File: config.mk
export PLATFORM = sky130hd
export DESIGN_NAME = lcd_access_arbiter
export DESIGN_NICKNAME = d
export VERILOG_FILES = /design/src/rtl/lcd_pkg.sv /design/src/rtl/lcd_rr_pick2.sv /design/src/rtl/lcd_access_arbiter.sv
export SDC_FILE = /design/constraint.sdc
export NUM_CORES = 1
export LEC_CHECK = 0
export CAP_MARGIN = 20
export CORE_MARGIN = 5
export CORE_UTILIZATION = 25
export CTS_CLUSTER_SIZE = 25
export DETAILED_ROUTE_END_ITERATION = 6
export DONT_BUFFER_PORTS = 1
export PLACE_DENSITY = 0.46
export SLEW_MARGIN = 20
export SYNTH_ARGS = -nofsm -noshare
export SYNTH_HDL_FRONTEND = slang
export SYNTH_SLANG_ARGS = --single-unit
File: constraint.sdc
create_clock -name pclk -period 4.7 [get_ports pclk]
set_input_delay 1.175 -clock pclk [delete_from_list [all_inputs] [get_ports pclk]]
set_output_delay 1.175 -clock pclk [all_outputs]
set_load 0.01 [all_outputs]
File: src/rtl/lcd_pkg.sv
// lcd_pkg: shared types and requester ids for the LCD bus arbiter slice.
package lcd_pkg;
    typedef enum logic [2:0] {IDLE, ISSUE, WAIT_START, WAIT_DONE, RESP, ERROR} arb_state_t;
    typedef struct packed {
        logic        rs;
        logic [15:0] data;
        logic        is_read;
        logic        id_fm;
        logic        rd_color;
    } lcd_req_t;
    localparam logic REQ_INIT = 1'b0;
    localparam logic REQ_CPU  = 1'b1;
endpackage

File: src/rtl/lcd_rr_pick2.sv
// lcd_rr_pick2: 2-way round-robin pick; prio forces the init requester when it is valid.
module lcd_rr_pick2
    import lcd_pkg::*;
(
    input  logic [1:0] valid,
    input  logic       prio,
    input  logic       last,
    output logic       any,
    output logic       idx
);
    logic other;
    always_comb begin
        other = last ? REQ_INIT : REQ_CPU;
        any   = |valid;
        idx   = (prio && valid[REQ_INIT]) ? REQ_INIT : valid[other] ? other : last;
    end
endmodule

File: src/rtl/lcd_access_arbiter.sv
// lcd_access_arbiter: shares one lcd_interface engine between lcd_init and the CPU bridge,
// one transaction at a time, with start/done timeouts raising a sticky error.
module lcd_access_arbiter
    import lcd_pkg::*;
#(
    parameter int START_TO = 16,
    parameter int DONE_TO  = 4096
) (
    input  logic             pclk,
    input  logic             rst,
    input  logic             init_active,
    input  logic [1:0]       req_valid,
    input  logic [1:0]       req_rs,
    input  logic [1:0][15:0] req_data,
    input  logic [1:0]       req_is_read,
    input  logic [1:0]       req_id_fm,
    input  logic [1:0]       req_rd_color,
    output logic [1:0]       req_grant,
    output logic [1:0]       req_done,
    output logic             req_err,
    output logic [31:0]      req_rdata,
    output logic             lcd_we,
    output logic             lcd_wr,
    output logic             lcd_rs_o,
    output logic [15:0]      lcd_data,
    output logic             lcd_id_fm,
    output logic             lcd_rd_color,
    input  logic             lcd_busy,
    input  logic [31:0]      lcd_data_reg
);
    arb_state_t  state, state_nx;
    lcd_req_t    cur, pick_req;
    logic        win, rr_last, pick_any, pick_idx, owned, fin;
    logic [15:0] cnt;
    logic [31:0] shadow;

    lcd_rr_pick2 u_pick (
        .valid (req_valid),
        .prio  (init_active),
        .last  (rr_last),
        .any   (pick_any),
        .idx   (pick_idx)
    );

    always_comb begin
        pick_req = '{rs: req_rs[pick_idx], data: req_data[pick_idx], is_read: req_is_read[pick_idx],
                     id_fm: req_id_fm[pick_idx], rd_color: req_rd_color[pick_idx]};
        state_nx = state;
        case (state)
            IDLE:       state_nx = pick_any ? ISSUE : IDLE;
            ISSUE:      state_nx = WAIT_START;
            WAIT_START: state_nx = lcd_busy ? WAIT_DONE : (cnt >= 16'(START_TO - 1)) ? ERROR : WAIT_START;
            WAIT_DONE:  state_nx = !lcd_busy ? RESP : (cnt > 16'(DONE_TO)) ? ERROR : WAIT_DONE;
            default:    state_nx = IDLE;
        endcase
    end

    always_comb begin
        owned        = state != IDLE;
        fin          = state == RESP || state == ERROR;
        req_grant    = owned ? 2'b01 << win : 2'b00;
        req_done     = fin ? 2'b01 << win : 2'b00;
        req_rdata    = (state == RESP && cur.is_read) ? shadow : 32'h0;
        lcd_we       = state == ISSUE;
        lcd_wr       = owned && !cur.is_read;
        lcd_rs_o     = cur.rs;
        lcd_data     = cur.data;
        lcd_id_fm    = cur.id_fm;
        lcd_rd_color = cur.rd_color;
    end

    // The engine clears data_reg on the edge busy falls, so shadow holds the last busy-cycle value.
    always_ff @(posedge pclk or posedge rst) begin
        if (rst) begin
            state   <= IDLE;
            cur     <= '0;
            win     <= 1'b0;
            rr_last <= 1'b1;
            cnt     <= '0;
            shadow  <= '0;
            req_err <= 1'b0;
        end else begin
            state <= state_nx;
            cnt   <= (state_nx != state) ? 16'h0 : cnt + 16'(cnt != 16'hFFFF);
            if (state == IDLE && pick_any) begin
                cur <= pick_req;
                win <= pick_idx;
            end
            if (state == WAIT_DONE && lcd_busy) shadow <= lcd_data_reg;
            if (state == RESP) rr_last <= win;
            if (state == ERROR) req_err <= 1'b1;
        end
    end
endmodule

==> metrics.md <==
| Metric | Value |
|---|---|
| Netlist cell types | 46 |
| Post-CTS setup buffer count | 0 |
| CTS Buf Count | 9 |
| Crit path max fanout | 32 |
| Initial antenna violation count | 0 |
| Die W | 133 um |
| Crit-path slowest cell | and3_1 |
| Tcrit/Tclk final | 68.7% |
| Setup crit end kind | primary output |
| Post-synth top flop | dfrtp_1 |
| Clock sinks | 74 |
| Util after Layout | 27.9% |
| Total of max-cap violations | 0 |
| H-tree levels | 3 |
| # IOs | 136 |
| FF/Latch Area | 0.00185 mm^2 |
| Final HPWL DP | 5.91 mm |
| Startpoint Class | flip-flop |
| Max IR drop VDD | 185 uV |
| TritonCTS clock tree | yes |
| WL final | 8.13 mm |
| Sequential share of the synthesized area | 49.3% |
| Comb power frac | 22.8% |
| FF+latch count, synth | 74 |
| Clock power share | 32.2% |
| First-pass GRT wire length | 13.4 mm |
| Min Clock Period, post-route | 3.23 ns |
| Status | complete, no violations |
| Row Count | 44 |
| Critical-path cell list | nor2_1, and3_1, and2_1 |
| Worst-path clk slew | 0.06 ns |
| Slew HR | 43.7% |
| Leakage | 1.75 nW |
| FMAX | 0.310 GHz |
| # setup viols final | 0 |
| Final Hold Violating Endpoints | 0 |
| Layout area overhead | 8.76% |
| Crit path required time | 3.52 ns |
| CORE AREA | 0.0146 mm^2 |
| Vias in the first global route | 2435 |
| Max reg flops | 32 |
| First DRT Iteration DRCs | 89 |
| Largest net degree at the start of global routing | 47 |
| PwrDens | 597 mW/mm^2 |
| Syn_area_per_cell | 11.2 um^2 |
| Post-synth EDFFs | 0 |
| GP Congestion | 0.746 |
| Sw Ratio | 32.0% |
| Clock Skew | 0.00800 ns |
| Synth Warn # | 0 |
| Part of the power in registers | 45.0% |
| Congestion Overflow GR | 0 |
| Dpl ws | 1.74 ns |
| Design area | 0.00409 mm^2 |
| DIE HEIGHT | 133 um |
| Remaining DRCs | 0 |
| NetSw | 0.000781 W |
| Slowest stage delay, CP | 0.73 ns |
| Skew-Pair Late Insertion Delay | 0.34 ns |
| Mapped Area | 0.00376 mm^2 |
| Yosys top cell area share | 48.6% |
| Post-synth top area cell | dfrtp_1 |
| Layout cells sized above 1 | 12.3% |
| Fill count | 1518 |
| Post-DP Area | 0.00375 mm^2 |
| Async set-reset flop share out of synthesis | 100% |
| Max-slew violation count | 0 |
| Die Area | 0.0176 mm^2 |
| Hold Path Class | flip-flop to flip-flop |
| Initial core utilization | 25.7% |
| Routed Antenna Nets | 0 |
| IO buf count | 0 |
| Cells after synthesis | 336 |
| Hold buffer count at CTS | 0 |
| Ant diodes | 0 |
| Syn nets | 416 |
| Synth top area cells | dfrtp_1 49%, mux2_1 9.6%, and2_1 5.5% |
| Maximum clock insertion buffer count | 2 |
| Detail-routed net length per standard cell | 16.2 um |
| Root buffer cell | clkbuf_16 |
| All-Layer GR Usage | 9.58% |
| Min setup slack post-route | 1.47 ns |
| Internal Power | 0.00166 W |
| TritonRoute pass-1 iters | 4 |
| Post-cts gate resize count | 0 |
| Setup TNS | 0 ns |
| Multi-input gate area | 0.00163 mm^2 |
| Vias per cell | 4.61 |
| WP data arrival | 2.06 ns |
| RSZ-0062 raised after global routing | false |
| Critical path type | flip-flop to primary output |
| Final Net Count | 393 |
| Worst slew pin tran | 0.845 ns |
| Routed via count | 2315 |
worst max-delay path, delay by kind of cell, from the launching register on:
| family | cells | cell delay [ns] |
|---|---|---|
| flip-flops | 1 | 0.47 |
| AND/OR/NAND/NOR | 3 | 1.23 |
cells in the final DEF (no fill, tap or decap), types with 3 or more instances in the layout:
| cell type | netlist | layout |
|---|---|---|
| a211oi_1 | 4 | 4 |
| a21oi_1 | 3 | 3 |
| and2_1 | 33 | 33 |
| and3_1 | 5 | 5 |
| buf_4 | 17 | 3 |
| bufinv_16 | 0 | 3 |
| clkbuf_1 | 7 | 3 |
| clkbuf_16 | 0 | 9 |
| dfrtp_1 | 73 | 73 |
| mux2_1 | 32 | 32 |
| mux2i_1 | 20 | 20 |
| nand2_1 | 24 | 24 |
| nand3_1 | 7 | 7 |
| nand4_1 | 5 | 5 |
| nor2_1 | 4 | 4 |
| nor3_1 | 5 | 5 |
| nor3_2 | 10 | 10 |
| nor3b_1 | 3 | 3 |
| nor4_1 | 3 | 3 |
| o21ai_0 | 15 | 15 |
| o21ai_1 | 11 | 10 |
| or3_1 | 3 | 3 |
| or4_1 | 3 | 3 |
| xor2_1 | 8 | 8 |
area by class of cell:
| type | instances | share of cell area (%) |
|---|---|---|
| clock inverter | 4 | 2.42 |
| timing repair buffer | 3 | 0.551 |
| tap | 184 | 5.63 |
| inverter | 5 | 0.490 |
| clock buffer | 12 | 5.79 |
| sequential | 74 | 45.3 |
| multi-input combinational | 220 | 39.8 |
kinds of logic after synthesis:
family	synth area share, %
xor+xnor	2.33
flops	49.3
buf+inv	7.56
mux	15.5
fa+ha+maj	0.666
simple gates	18.3
compound gates	6.33
layer usage:
layer | share of wire (%) | GRT usage (%) | vias to the layer above
li1 | - | - | 1104
met1 | 42 | 11.3 | 1127
met2 | 49 | 15.4 | 73
met3 | 7.9 | 4.18 | 11
met4 | 1.9 | 3.81 | 0
met5 | 0 | 0 | -
power groups by stage:
| stage | combinational [W] | clock (W) | sequential [W] |
|---|---|---|---|
| CTS | 0.000578 | 0.000815 | 0.00111 |
| floorplan | 0.000648 | 0 | 0.000997 |
| global placement | 0.000559 | 0 | 0.00111 |
| global route | 0.000643 | 0.000841 | 0.00114 |
| finish | 0.000557 | 0.000786 | 0.00110 |
| detailed placement | 0.000580 | 0 | 0.00112 |
Yosys cell counts (3+ instances only):
cell type,count
o21ai_1,11
nor4_1,3
or3_1,3
dfrtp_1,73
and2_1,33
buf_6,5
or4_1,3
nor3b_1,3
o21ai_0,15
clkbuf_1,7
nand4_1,5
nand2_1,24
inv_1,3
mux2i_1,20
a21oi_1,3
mux2_1,32
a211oi_1,4
buf_4,17
nand3_1,7
and3_1,5
nor2_1,4
nor3_1,5
nor3_2,10
buf_2,7
xor2_1,8
stage by stage:
step	instances	hold slack, ns	total power (W)
6_report	502	0.482	0.00244
3_5_place_dp	486	0.474	0.00170
3_3_place_gp	486	0.467	0.00167
5_1_grt	502	0.505	0.00263
2_1_floorplan	336	0.451	0.00164
4_1_cts	502	0.487	0.00250
path summary, 6_finish.rpt:
| kind | slack, ns | to | start | cells past startpoint |
|---|---|---|---|---|
| setup / recovery | 1.47 | req_rdata[20] | state[1] | 3 |
| hold / removal | 0.48 | shadow[4] | shadow[4] | 1 |
| setup reg to reg | 2.35 | cnt[6] | cnt[6] | 8 |
| hold reg to reg | 0.48 | shadow[4] | shadow[4] | 1 |
| max in group asynchronous | 2.97 | shadow[0] | rst | 2 |
| min in group asynchronous | 0.86 | lcd_data[9] | rst | 1 |
No activity file was read; power rests on OpenSTA's default activity.
